$ cat config.mk
export PLATFORM = sky130hd
export DESIGN_NAME = ilim_dac_scheduler_flat
export DESIGN_NICKNAME = d
export VERILOG_FILES = /design/src/rtl/ilim_dac_scheduler_if.sv /design/src/rtl/ilim_dac_scheduler.sv /design/src/flat_wrapper.sv
export SDC_FILE = /design/constraint.sdc
export NUM_CORES = 1
export LEC_CHECK = 0
export BUFFER_PORTS_ARGS = -buffer_cell sky130_fd_sc_hd__buf_2
export CORE_ASPECT_RATIO = 1.25
export CORE_MARGIN = 4
export CORE_UTILIZATION = 40
export CTS_CLUSTER_DIAMETER = 200
export DETAILED_ROUTE_END_ITERATION = 16
export PLACE_DENSITY = 0.71
export SLEW_MARGIN = 30
export SYNTH_ARGS = -nofsm -noshare
export SYNTH_HDL_FRONTEND = slang
export SYNTH_SLANG_ARGS = --single-unit
$ cat constraint.sdc
create_clock -name OPB_CLK -period 3.3 [get_ports OPB_CLK]
set_input_delay 0.495 -clock OPB_CLK [delete_from_list [all_inputs] [get_ports OPB_CLK]]
set_output_delay 0.495 -clock OPB_CLK [all_outputs]
set_load 0.01 [all_outputs]
$ cat src/rtl/ilim_dac_scheduler_if.sv
// OPB register-bus bundle for the ILIM DAC scheduler.
// The master drives address, write data and strobes; the slave returns read data.
interface ilim_dac_scheduler_if;
  logic [3:0]  OPB_ADDR;
  logic [15:0] OPB_DI;
  logic        OPB_WE;
  logic        OPB_RE;
  logic [31:0] OPB_DO;

  modport master (
    output OPB_ADDR,
    output OPB_DI,
    output OPB_WE,
    output OPB_RE,
    input  OPB_DO
  );

  modport slave (
    input  OPB_ADDR,
    input  OPB_DI,
    input  OPB_WE,
    input  OPB_RE,
    output OPB_DO
  );
endinterface

$ cat src/rtl/ilim_dac_scheduler.sv
// ILIM DAC update scheduler.
// Holds per-channel shadow values written over OPB, tracks dirty channels and
// feeds them round-robin to the single-channel AD8803 serializer through its
// trig/done handshake. DAC_DONE comes from the serializer clock domain and is
// resynchronised before use. A per-wait timeout aborts a stuck transfer,
// re-marks the channel dirty and raises a sticky error.
// Optional build macro ILIM_DAC_AUTO_REFRESH_EN adds a periodic full refresh.
module ilim_dac_scheduler #(
  parameter int unsigned  NUM_CH         = 8,
  parameter logic [15:0]  DONE_TIMEOUT   = 16'd4096,
  parameter logic [23:0]  REFRESH_PERIOD = 24'd3200000
) (
  input  logic                  OPB_CLK,
  input  logic                  OPB_RST_N,
  ilim_dac_scheduler_if.slave   opb,
  output logic                  DAC_TRIG,
  output logic [7:0]            DAC_DATA,
  output logic [2:0]            DAC_ADDR,
  input  logic                  DAC_DONE,
  output logic                  SCHED_BUSY,
  output logic                  SCHED_ERR
);

  localparam int         NCH     = int'(NUM_CH);
  localparam logic [7:0] CH_MASK = 8'((16'd1 << NUM_CH) - 16'd1);

  typedef enum logic [2:0] {
    S_IDLE,
    S_LOAD,
    S_TRIG,
    S_RELEASE,
    S_DRAIN
  } state_t;

  // Register file
  logic [7:0]  r_shadow [8];
  logic [7:0]  r_dirty;
  logic        r_enable;
  logic        r_err;
  logic [15:0] r_tmo_cnt;

  // Done synchroniser
  logic        r_done_m;
  logic        r_done_s;

  // FSM state and registered outputs
  state_t      r_state;
  logic [2:0]  r_ch;
  logic [2:0]  r_ptr;
  logic [15:0] r_wait;
  logic        r_trig;
  logic [7:0]  r_dac_data;
  logic [2:0]  r_dac_addr;
  logic        r_busy;

  // Combinational helpers
  logic        w_wr_ch;
  logic        w_wr_ctrl;
  logic        w_wr_stat;
  logic        w_load;
  logic        w_wait_hit;
  logic        w_timeout;
  logic        w_refresh;
  logic [7:0]  w_dirty_nxt;
  logic [2:0]  w_next_ch;
  logic [2:0]  w_ptr_nxt;
  logic [31:0] w_rdata;
  logic        w_unused;

  assign w_wr_ch   = opb.OPB_WE && (opb.OPB_ADDR < 4'(NCH));
  assign w_wr_ctrl = opb.OPB_WE && (opb.OPB_ADDR == 4'h8);
  assign w_wr_stat = opb.OPB_WE && (opb.OPB_ADDR == 4'h9);

  assign w_load     = (r_state == S_LOAD);
  assign w_wait_hit = (r_wait == DONE_TIMEOUT - 16'd1);
  // Expiry while waiting for done to rise (TRIG) or to fall (RELEASE)
  assign w_timeout  = ((r_state == S_TRIG)    && !r_done_s && w_wait_hit) ||
                      ((r_state == S_RELEASE) &&  r_done_s && w_wait_hit);

  assign w_ptr_nxt = (r_ch == 3'(NCH - 1)) ? 3'd0 : r_ch + 3'd1;

  // Two-flop synchroniser for the serializer done flag
  always_ff @(posedge OPB_CLK or negedge OPB_RST_N) begin
    if (!OPB_RST_N) begin
      r_done_m <= 1'b0;
      r_done_s <= 1'b0;
    end else begin
      r_done_m <= DAC_DONE;
      r_done_s <= r_done_m;
    end
  end

`ifdef ILIM_DAC_AUTO_REFRESH_EN
  logic [23:0] r_refresh_cnt;

  // Free-running refresh timer, held at zero while the scheduler is disabled
  always_ff @(posedge OPB_CLK or negedge OPB_RST_N) begin
    if (!OPB_RST_N) begin
      r_refresh_cnt <= 24'd0;
    end else if (!r_enable) begin
      r_refresh_cnt <= 24'd0;
    end else if (r_refresh_cnt == REFRESH_PERIOD - 24'd1) begin
      r_refresh_cnt <= 24'd0;
    end else begin
      r_refresh_cnt <= r_refresh_cnt + 24'd1;
    end
  end

  assign w_refresh = r_enable && (r_refresh_cnt == REFRESH_PERIOD - 24'd1);
  assign w_unused  = ^opb.OPB_DI[15:8];
`else
  assign w_refresh = 1'b0;
  assign w_unused  = ^{opb.OPB_DI[15:8], REFRESH_PERIOD};
`endif

  // Next dirty mask: LOAD clears, then every set source overrides the clear
  always_comb begin
    w_dirty_nxt = r_dirty;
    if (w_load) begin
      w_dirty_nxt[r_ch] = 1'b0;
    end
    if (w_timeout) begin
      w_dirty_nxt[r_ch] = 1'b1;
    end
    if ((w_wr_ctrl && opb.OPB_DI[1]) || w_refresh) begin
      w_dirty_nxt = w_dirty_nxt | CH_MASK;
    end
    if (w_wr_ch) begin
      w_dirty_nxt[opb.OPB_ADDR[2:0]] = 1'b1;
    end
    w_dirty_nxt = w_dirty_nxt & CH_MASK;
  end

  // Round-robin pick: first dirty channel at or after the pointer, wrapping
  always_comb begin
    logic       found;
    logic [2:0] idx;
    found     = 1'b0;
    idx       = 3'd0;
    w_next_ch = r_ptr;
    for (int i = 0; i < NCH; i++) begin
      idx = 3'((int'(r_ptr) + i) % NCH);
      if (!found && r_dirty[idx]) begin
        found     = 1'b1;
        w_next_ch = idx;
      end
    end
  end

  // Software-visible registers: shadows, dirty mask, enable, error and timeout count
  always_ff @(posedge OPB_CLK or negedge OPB_RST_N) begin
    if (!OPB_RST_N) begin
      for (int i = 0; i < 8; i++) begin
        r_shadow[i] <= 8'd0;
      end
      r_dirty   <= 8'd0;
      r_enable  <= 1'b0;
      r_err     <= 1'b0;
      r_tmo_cnt <= 16'd0;
    end else begin
      if (w_wr_ch) begin
        r_shadow[opb.OPB_ADDR[2:0]] <= opb.OPB_DI[7:0];
      end
      if (w_wr_ctrl) begin
        r_enable <= opb.OPB_DI[0];
      end
      r_dirty <= w_dirty_nxt;
      if (w_timeout) begin
        r_err <= 1'b1;
      end else if (w_wr_stat && opb.OPB_DI[1]) begin
        r_err <= 1'b0;
      end
      if (w_timeout && (r_tmo_cnt != 16'hFFFF)) begin
        r_tmo_cnt <= r_tmo_cnt + 16'd1;
      end
    end
  end

  // Transfer sequencer: IDLE -> LOAD -> TRIG -> RELEASE, with DRAIN after a timeout
  always_ff @(posedge OPB_CLK or negedge OPB_RST_N) begin
    if (!OPB_RST_N) begin
      r_state    <= S_IDLE;
      r_ch       <= 3'd0;
      r_ptr      <= 3'd0;
      r_wait     <= 16'd0;
      r_trig     <= 1'b0;
      r_dac_data <= 8'd0;
      r_dac_addr <= 3'd0;
      r_busy     <= 1'b0;
    end else begin
      case (r_state)
        S_IDLE: begin
          if (r_enable && (r_dirty != 8'd0)) begin
            r_ch    <= w_next_ch;
            r_state <= S_LOAD;
          end
        end
        S_LOAD: begin
          r_dac_addr <= r_ch;
          r_dac_data <= r_shadow[r_ch];
          r_busy     <= 1'b1;
          r_trig     <= 1'b1;
          r_wait     <= 16'd0;
          r_state    <= S_TRIG;
        end
        S_TRIG: begin
          if (r_done_s) begin
            r_trig  <= 1'b0;
            r_wait  <= 16'd0;
            r_state <= S_RELEASE;
          end else if (w_wait_hit) begin
            r_trig  <= 1'b0;
            r_state <= S_DRAIN;
          end else begin
            r_wait <= r_wait + 16'd1;
          end
        end
        S_RELEASE: begin
          if (!r_done_s) begin
            r_ptr   <= w_ptr_nxt;
            r_busy  <= 1'b0;
            r_state <= S_IDLE;
          end else if (w_wait_hit) begin
            r_state <= S_DRAIN;
          end else begin
            r_wait <= r_wait + 16'd1;
          end
        end
        S_DRAIN: begin
          if (!r_done_s) begin
            r_busy  <= 1'b0;
            r_state <= S_IDLE;
          end
        end
        default: begin
          r_trig  <= 1'b0;
          r_busy  <= 1'b0;
          r_state <= S_IDLE;
        end
      endcase
    end
  end

  // OPB read mux; zero when not reading or unmapped
  always_comb begin
    w_rdata = 32'd0;
    if (opb.OPB_RE) begin
      if (opb.OPB_ADDR < 4'(NCH)) begin
        w_rdata = {24'd0, r_shadow[opb.OPB_ADDR[2:0]]};
      end else begin
        case (opb.OPB_ADDR)
          4'h8:    w_rdata = {31'd0, r_enable};
          4'h9:    w_rdata = {13'd0, r_ch, r_dirty, 6'd0, r_err, r_busy};
          4'hA:    w_rdata = {16'd0, r_tmo_cnt};
          default: w_rdata = 32'd0;
        endcase
      end
    end
  end

  assign opb.OPB_DO = w_rdata;
  assign DAC_TRIG   = r_trig;
  assign DAC_DATA   = r_dac_data;
  assign DAC_ADDR   = r_dac_addr;
  assign SCHED_BUSY = r_busy;
  assign SCHED_ERR  = r_err;

endmodule

$ cat src/flat_wrapper.sv
// flat-port wrapper written by rule: the top's interface ports become plain ports
module ilim_dac_scheduler_flat 
#(
  parameter int unsigned  NUM_CH         = 8,
  parameter logic [15:0]  DONE_TIMEOUT   = 16'd4096,
  parameter logic [23:0]  REFRESH_PERIOD = 24'd3200000
)
  (OPB_CLK, OPB_RST_N, DAC_TRIG, DAC_DATA, DAC_ADDR, DAC_DONE, SCHED_BUSY, SCHED_ERR, opb_OPB_ADDR, opb_OPB_DI, opb_OPB_WE, opb_OPB_RE, opb_OPB_DO);
  ilim_dac_scheduler_if opb_i ();
  input  logic OPB_CLK;
  input  logic OPB_RST_N;
  output logic DAC_TRIG;
  output logic [7:0] DAC_DATA;
  output logic [2:0] DAC_ADDR;
  input  logic DAC_DONE;
  output logic SCHED_BUSY;
  output logic SCHED_ERR;
  input wire logic [$bits(opb_i.OPB_ADDR)-1:0] opb_OPB_ADDR;
  input wire logic [$bits(opb_i.OPB_DI)-1:0] opb_OPB_DI;
  input wire logic [$bits(opb_i.OPB_WE)-1:0] opb_OPB_WE;
  input wire logic [$bits(opb_i.OPB_RE)-1:0] opb_OPB_RE;
  output wire logic [$bits(opb_i.OPB_DO)-1:0] opb_OPB_DO;
  assign opb_i.OPB_ADDR = opb_OPB_ADDR;
  assign opb_i.OPB_DI = opb_OPB_DI;
  assign opb_i.OPB_WE = opb_OPB_WE;
  assign opb_i.OPB_RE = opb_OPB_RE;
  assign opb_OPB_DO = opb_i.OPB_DO;
  ilim_dac_scheduler #(.NUM_CH(NUM_CH), .DONE_TIMEOUT(DONE_TIMEOUT), .REFRESH_PERIOD(REFRESH_PERIOD)) u_core (.OPB_CLK(OPB_CLK), .OPB_RST_N(OPB_RST_N), .opb(opb_i), .DAC_TRIG(DAC_TRIG), .DAC_DATA(DAC_DATA), .DAC_ADDR(DAC_ADDR), .DAC_DONE(DAC_DONE), .SCHED_BUSY(SCHED_BUSY), .SCHED_ERR(SCHED_ERR));
endmodule
## After elaboration in Yosys (flattened, before gate mapping)

Cells that the tools add are included.

| word-level totals | value |
|---|---|
| register bits | 130 |
| input bits | 25 |

| cells by class | value |
|---|---|
| add/subtract/negate cells | 10 |
| order comparisons | 16 |
| equal/unequal tests | 15 |
| muxes and demuxes | 68 |
| bitwise operators | 9 |
| reduce and logical (&&, ||, !) cells | 43 |

Operators with widths:

| cell | number |
|---|---|
| 2-to-1 mux 8 bit | 9 |
| bitwise mux 64 bit | 1 |
| case mux 19 bit (3 select lines) | 1 |
| binary-select mux 8 bit (select 3 bit) | 2 |
| 2-to-1 mux 16 bit | 3 |
| case mux 16 bit (3 select lines) | 1 |
| < comparator 3 x 4 -> 1 bit, second input constant | 10 |
| 2-to-1 mux 3 bit | 13 |
| 2-to-1 mux 19 bit | 2 |
| adder 16 x 1 -> 16 bit, second input constant | 2 |
| binary-select mux 1 bit (select 3 bit) | 8 |
| demux 8 bit (select 3 bit) | 1 |
| 2-to-1 mux 1 bit | 22 |
| logical AND 1 bit | 21 |
| equality test 16 x 12 -> 1 bit, second input constant | 1 |
| inequality test 16 bit, second input constant | 1 |
| bitwise OR 8 bit | 2 |
| case mux 3 bit (5 select lines) | 1 |
| adder 3 bit, second input constant | 4 |
| equality test 4 bit, second input constant | 3 |
| AND reduction 2 bit | 6 |
| bitwise AND 8 bit | 1 |
| greater-or-equal comparator 4 bit, second input constant | 2 |
| logical NOT 1 bit | 8 |
| 23 further kinds | 36 |

## Depth between registers and ports, before layout

| depth | value |
|---|---|
| depth in word-level cells | 24 |
| gate-level depth with buffers | 12 |
| depth with buffers taken out | 8 |

## Worst setup path after synthesis

OpenSTA, ideal clock, no wires.

| timing path | value |
|---|---|
| path type | reg2reg |
| start point | register u_core.r_ptr[1] |
| end point | register u_core.r_ch[1] |
| setup time | 0.126 ns |
| arrival | 3.132 ns |
| data required time | 3.174 ns |
| slack | 0.042 ns |
| stages on the path, launching flop included | 12 |
| path buffers | 3 |
| period minus slack after synthesis | 3.258 ns |
| cells stage by stage | dfrtp_1 > clkbuf_1 > inv_1 > ha_1 > buf_2 > buf_2 > mux2_2 > mux4_2 > o21ai_0 > and3_1 > o31ai_1 > a221o_1 |

| on the way | value |
|---|---|
| word-level cells in the longest chain between the ends | 24 |

RTL lines:

| element | RTL line | RTL |
|---|---|---|
| start: declaration | ilim_dac_scheduler.sv:49 | `logic [2:0] r_ptr;` |
| start signal: assignment | ilim_dac_scheduler.sv:220 | `r_ptr <= w_ptr_nxt;` |
| branches (longest 23 deep; another with adder 3 x 1 -> 3 bit) | - |  |
| 2-to-1 mux 3 bit * | ilim_dac_scheduler.sv:143 | `if (!found && r_dirty[idx]) begin` |
| end signal: assignment | ilim_dac_scheduler.sv:194 | `r_ch <= w_next_ch;` |
| end: declaration | ilim_dac_scheduler.sv:48 | `logic [2:0] r_ch;` |

Every way passes the cells marked *. The select of a mux whose other input is x is not followed.
A chain may end at the register's enable or synchronous reset.

## Worst setup path after layout

| timing path | value |
|---|---|
| start point | register u_core.r_ptr[1] |
| end point | register u_core.r_ch[2] |

Same word-level chain as after synthesis.

==> flow_summary_export.csv <==
group,metric,value,unit
run_status,status,"complete, no violations",
timing,rsz0062_at_grt,"false",
global_route,grt_pass1_vias,6259,
setup_path,start_kind,"flip-flop",
timing,worst_slew_pin_slew,0.962,ns
clocking,clock-sinks,130,
global_route,antenna_found_initial,0,
power_and_ir_drop,leakagePower,0.00385,uW
setup_path,path_class,"flip-flop to flip-flop",
place,io_buffer_count,49,
yosys,syn_area_per_cell,10.6,um2
setup_path,rr_worst_depth,8,
clocking,cts_buffer_depth,2,
setup_path,regToRegStartpoint,"u_core.r_ptr[1]$_DFFE_PN0P_",
yosys,yosysSeqAreaShare,41.0,%
power_and_ir_drop,p_comb_share,41.8,%
global_route,grt_usage,18.9,%
power_and_ir_drop,power_density,824,nW/um2
power_and_ir_drop,pwr-share-clk,24.7,%
detailed_routing,postRouteWirelength,20.6,mm
power_and_ir_drop,pwr-share-seq,33.5,%
place,dpl.hpwl,14.5,mm
clocking,clk_pin_slew_worst_paths,0.06,ns
clocking,hold_buffers,0,
yosys,synth_area,7940,um2
timing,timing.final.crit_period,3.01,ns
worst_hold_path,hold_class,"input port to async pin",
yosys,synth-edff-count,0,
detailed_routing,drt_first_iter_violations,443,
yosys,synthCells,752,
timing,finClkSkew,0.00817,ns
yosys,async_flop_share,100,%
timing,finalWorstSetupSlack,0.292,ns
place,dp_slack,0.232,ns
finish,layout.nets,828,
finish,drive_gt1_share,27.8,%
timing,final_hold_viol_count,0,
detailed_routing,post_drt_wl_per_cell,19.1,um
setup_path,r2r_slack,0.29,ns
floorplanning,die_w,134,um
power_and_ir_drop,vdd_drop_max,0.000384,V
detailed_routing,drc,0,
floorplanning,die_h,166,um
detailed_routing,ant_nets,0,
floorplanning,die_area,22200,um2
finish,antenna_cells,0,
floorplanning,ios,71,
timing,period_share,91.2,%
setup_path,crit_path_max_fanout,16,
flow_run,drv_cap,0,
global_route,grt_max_degree,80,
yosys,synth-seq-cells,130,
place,gp_congestion,0.953,
yosys,synth-main-ff-cell,"dfrtp_1",
timing,final_max_slew_viol_count,0,
power_and_ir_drop,p_total,7460,uW
setup_path,required,3.57,ns
clocking,worstSkewPairLatency,0.41,ns
setup_path,cp.arrival,3.28,ns
global_route,globalRouteOverflowTotal,0,
floorplanning,start_util,40.8,%
yosys,ys_types,67,
global_route,grt_first_pass_wirelength,33.2,mm
power_and_ir_drop,swShare,38.8,%
setup_path,worstSetupEndpointType,"flip-flop",
clocking,cts_tree,"yes",
timing,fin_setup_tns,0,ns
power_and_ir_drop,p_switching,2900,uW
detailed_routing,vias,6288,
timing,max_slew_margin,35.9,%
power_and_ir_drop,cell_internal_pwr,4560,uW
setup_path,reg2reg_to,"u_core.r_ch[2]$_DFFE_PN0P_",
detailed_routing,viasPerCell,5.85,
finish,area_growth,14.1,%
clocking,root_buffer,"clkbuf_16",
yosys,synth_warnings,0,
timing,fmax,332,MHz
detailed_routing,dr.pass1.iters,8,
clocking,h-tree-depth,4,
timing,setup_viol,0,
floorplanning,core_area,19500,um2
clocking,cts_buffers,17,
floorplanning,rows,57,
-- area by class of cell --
cell class	instances	area (um2)
multi-input cells	562	4400
well taps	265	332
inverters	12	45.0
clock inverters	13	124
clock buffers	19	453
repair buffers	74	452
fillers	1735	10400
flip-flops and latches	130	3250
-- metal layers --
metal | routed length, um | track usage, %
met1 | 8390 | 24.4
met2 | 10300 | 32.1
met3 | 1340 | 2.67
met4 | 569 | 7.64
met5 | 0 | 0
-- power groups by stage --
stage               Sequential [uW]  Clock (uW)  Combinational (uW)
floorplan                      2230           0                2550
global placement               2490           0                3030
detailed placement             2510           0                3100
CTS                            2490        1870                3120
global route                   2560        1950                3420
finish                         2500        1840                3120
-- critical path: stages (launching register included) --
cell and delay, ns:
dfrtp_1 0.35, inv_1 0.11, ha_2 0.58, mux2_2 0.42, mux4_1 0.55, nor4_1 0.41, a211oi_1 0.17, a21oi_1 0.17
a221oi_1 0.11
-- cells in the final DEF, fill, tap and decap left out, drive strengths merged, types with 15 or more instances in the layout --
| cell | count |
|---|---|
| dfrtp | 130 |
| mux2 | 82 |
| buf | 74 |
| nand2 | 73 |
| nor2 | 67 |
| o21ai | 40 |
| mux4 | 32 |
| mux2i | 28 |
| clkbuf | 19 |
| inv | 17 |
| a21oi | 16 |
| nand3 | 16 |
| xor2 | 16 |
| nor3 | 15 |
-- how the worst max path moves through the flow --
| stage | start | endpoint | cells after the start |
|---|---|---|---|
| after global placement | u_core.r_ptr[1]$_DFFE_PN0P_ | u_core.r_ch[2]$_DFFE_PN0P_ | 8 |
| after global routing | u_core.r_ptr[1]$_DFFE_PN0P_ | u_core.r_ch[2]$_DFFE_PN0P_ | 8 |
| after detailed placement | u_core.r_ptr[1]$_DFFE_PN0P_ | u_core.r_ch[2]$_DFFE_PN0P_ | 8 |
| after CTS | u_core.r_ptr[1]$_DFFE_PN0P_ | u_core.r_ch[2]$_DFFE_PN0P_ | 8 |
| after floorplan | u_core.r_ptr[1]$_DFFE_PN0P_ | u_core.r_ch[1]$_DFFE_PN0P_ | 11 |
| final | u_core.r_ptr[1]$_DFFE_PN0P_ | u_core.r_ch[2]$_DFFE_PN0P_ | 8 |
-- state kept, by name (all words and copies together) (netlist names) --
name / flops
u_core.r_dirty: 8
u_core.DAC_DATA: 8
u_core.r_wait: 16
u_core.r_ch: 3
u_core.SCHED_BUSY: 1
u_core.r_enable: 1
u_core.r_shadow: 64
u_core.SCHED_ERR: 1
u_core.r_done_m: 1
u_core.DAC_ADDR: 3
u_core.r_state: 3
u_core.DAC_TRIG: 1
u_core.r_ptr: 3
u_core.r_tmo_cnt: 16
u_core.r_done_s: 1
-- repair_timing --
item                       4_1_cts  5_1_grt
setup endpoints to repair        0        2
buffers inserted                 0        0
gates resized for setup          0        1
-- metrics by stage --
stage	utilization [%]	hold slack [ns]	cells	area, um2
after floorplan	-	0.199	764	7990
after global placement	43.5	0.337	1043	8480
after detailed placement	43.5	0.341	1043	8480
after CTS	46.5	0.0250	1075	9050
after global routing	46.5	0.0407	1075	9060
final	46.5	0.0139	1075	9060
-- cells in the mapped netlist, drive strengths merged (8+ instances only) --
master	n	area [um2]
a22oi	11	82.6
a21oi	16	80.1
inv	11	41.3
buf	27	168
mux2i	28	305
clkbuf	33	124
xnor2	12	105
nand2b	8	50.1
mux2	82	923
nand3	16	80.1
nand2	73	282
nor3	15	75.1
and2	13	81.3
nand4	10	62.6
mux4	32	739
a31oi	9	56.3
nor2	67	251
dfrtp	130	3250
o21ai	40	200
xor2	16	140
-- cells by family (layout without fill, tap and decap cells) --
logic type,count (synthesis),after routing,share of synthesized area [%]
buf+inv,72,118,4.24
xor+xnor,28,28,3.09
compound gates,126,126,10.6
simple gates,246,246,15.2
fa+ha+maj,7,7,1.07
mux,142,142,24.8
other cells,1,13,0.0472
flops,130,130,41.0
Note: power is estimated with default switching activity, not from simulation.
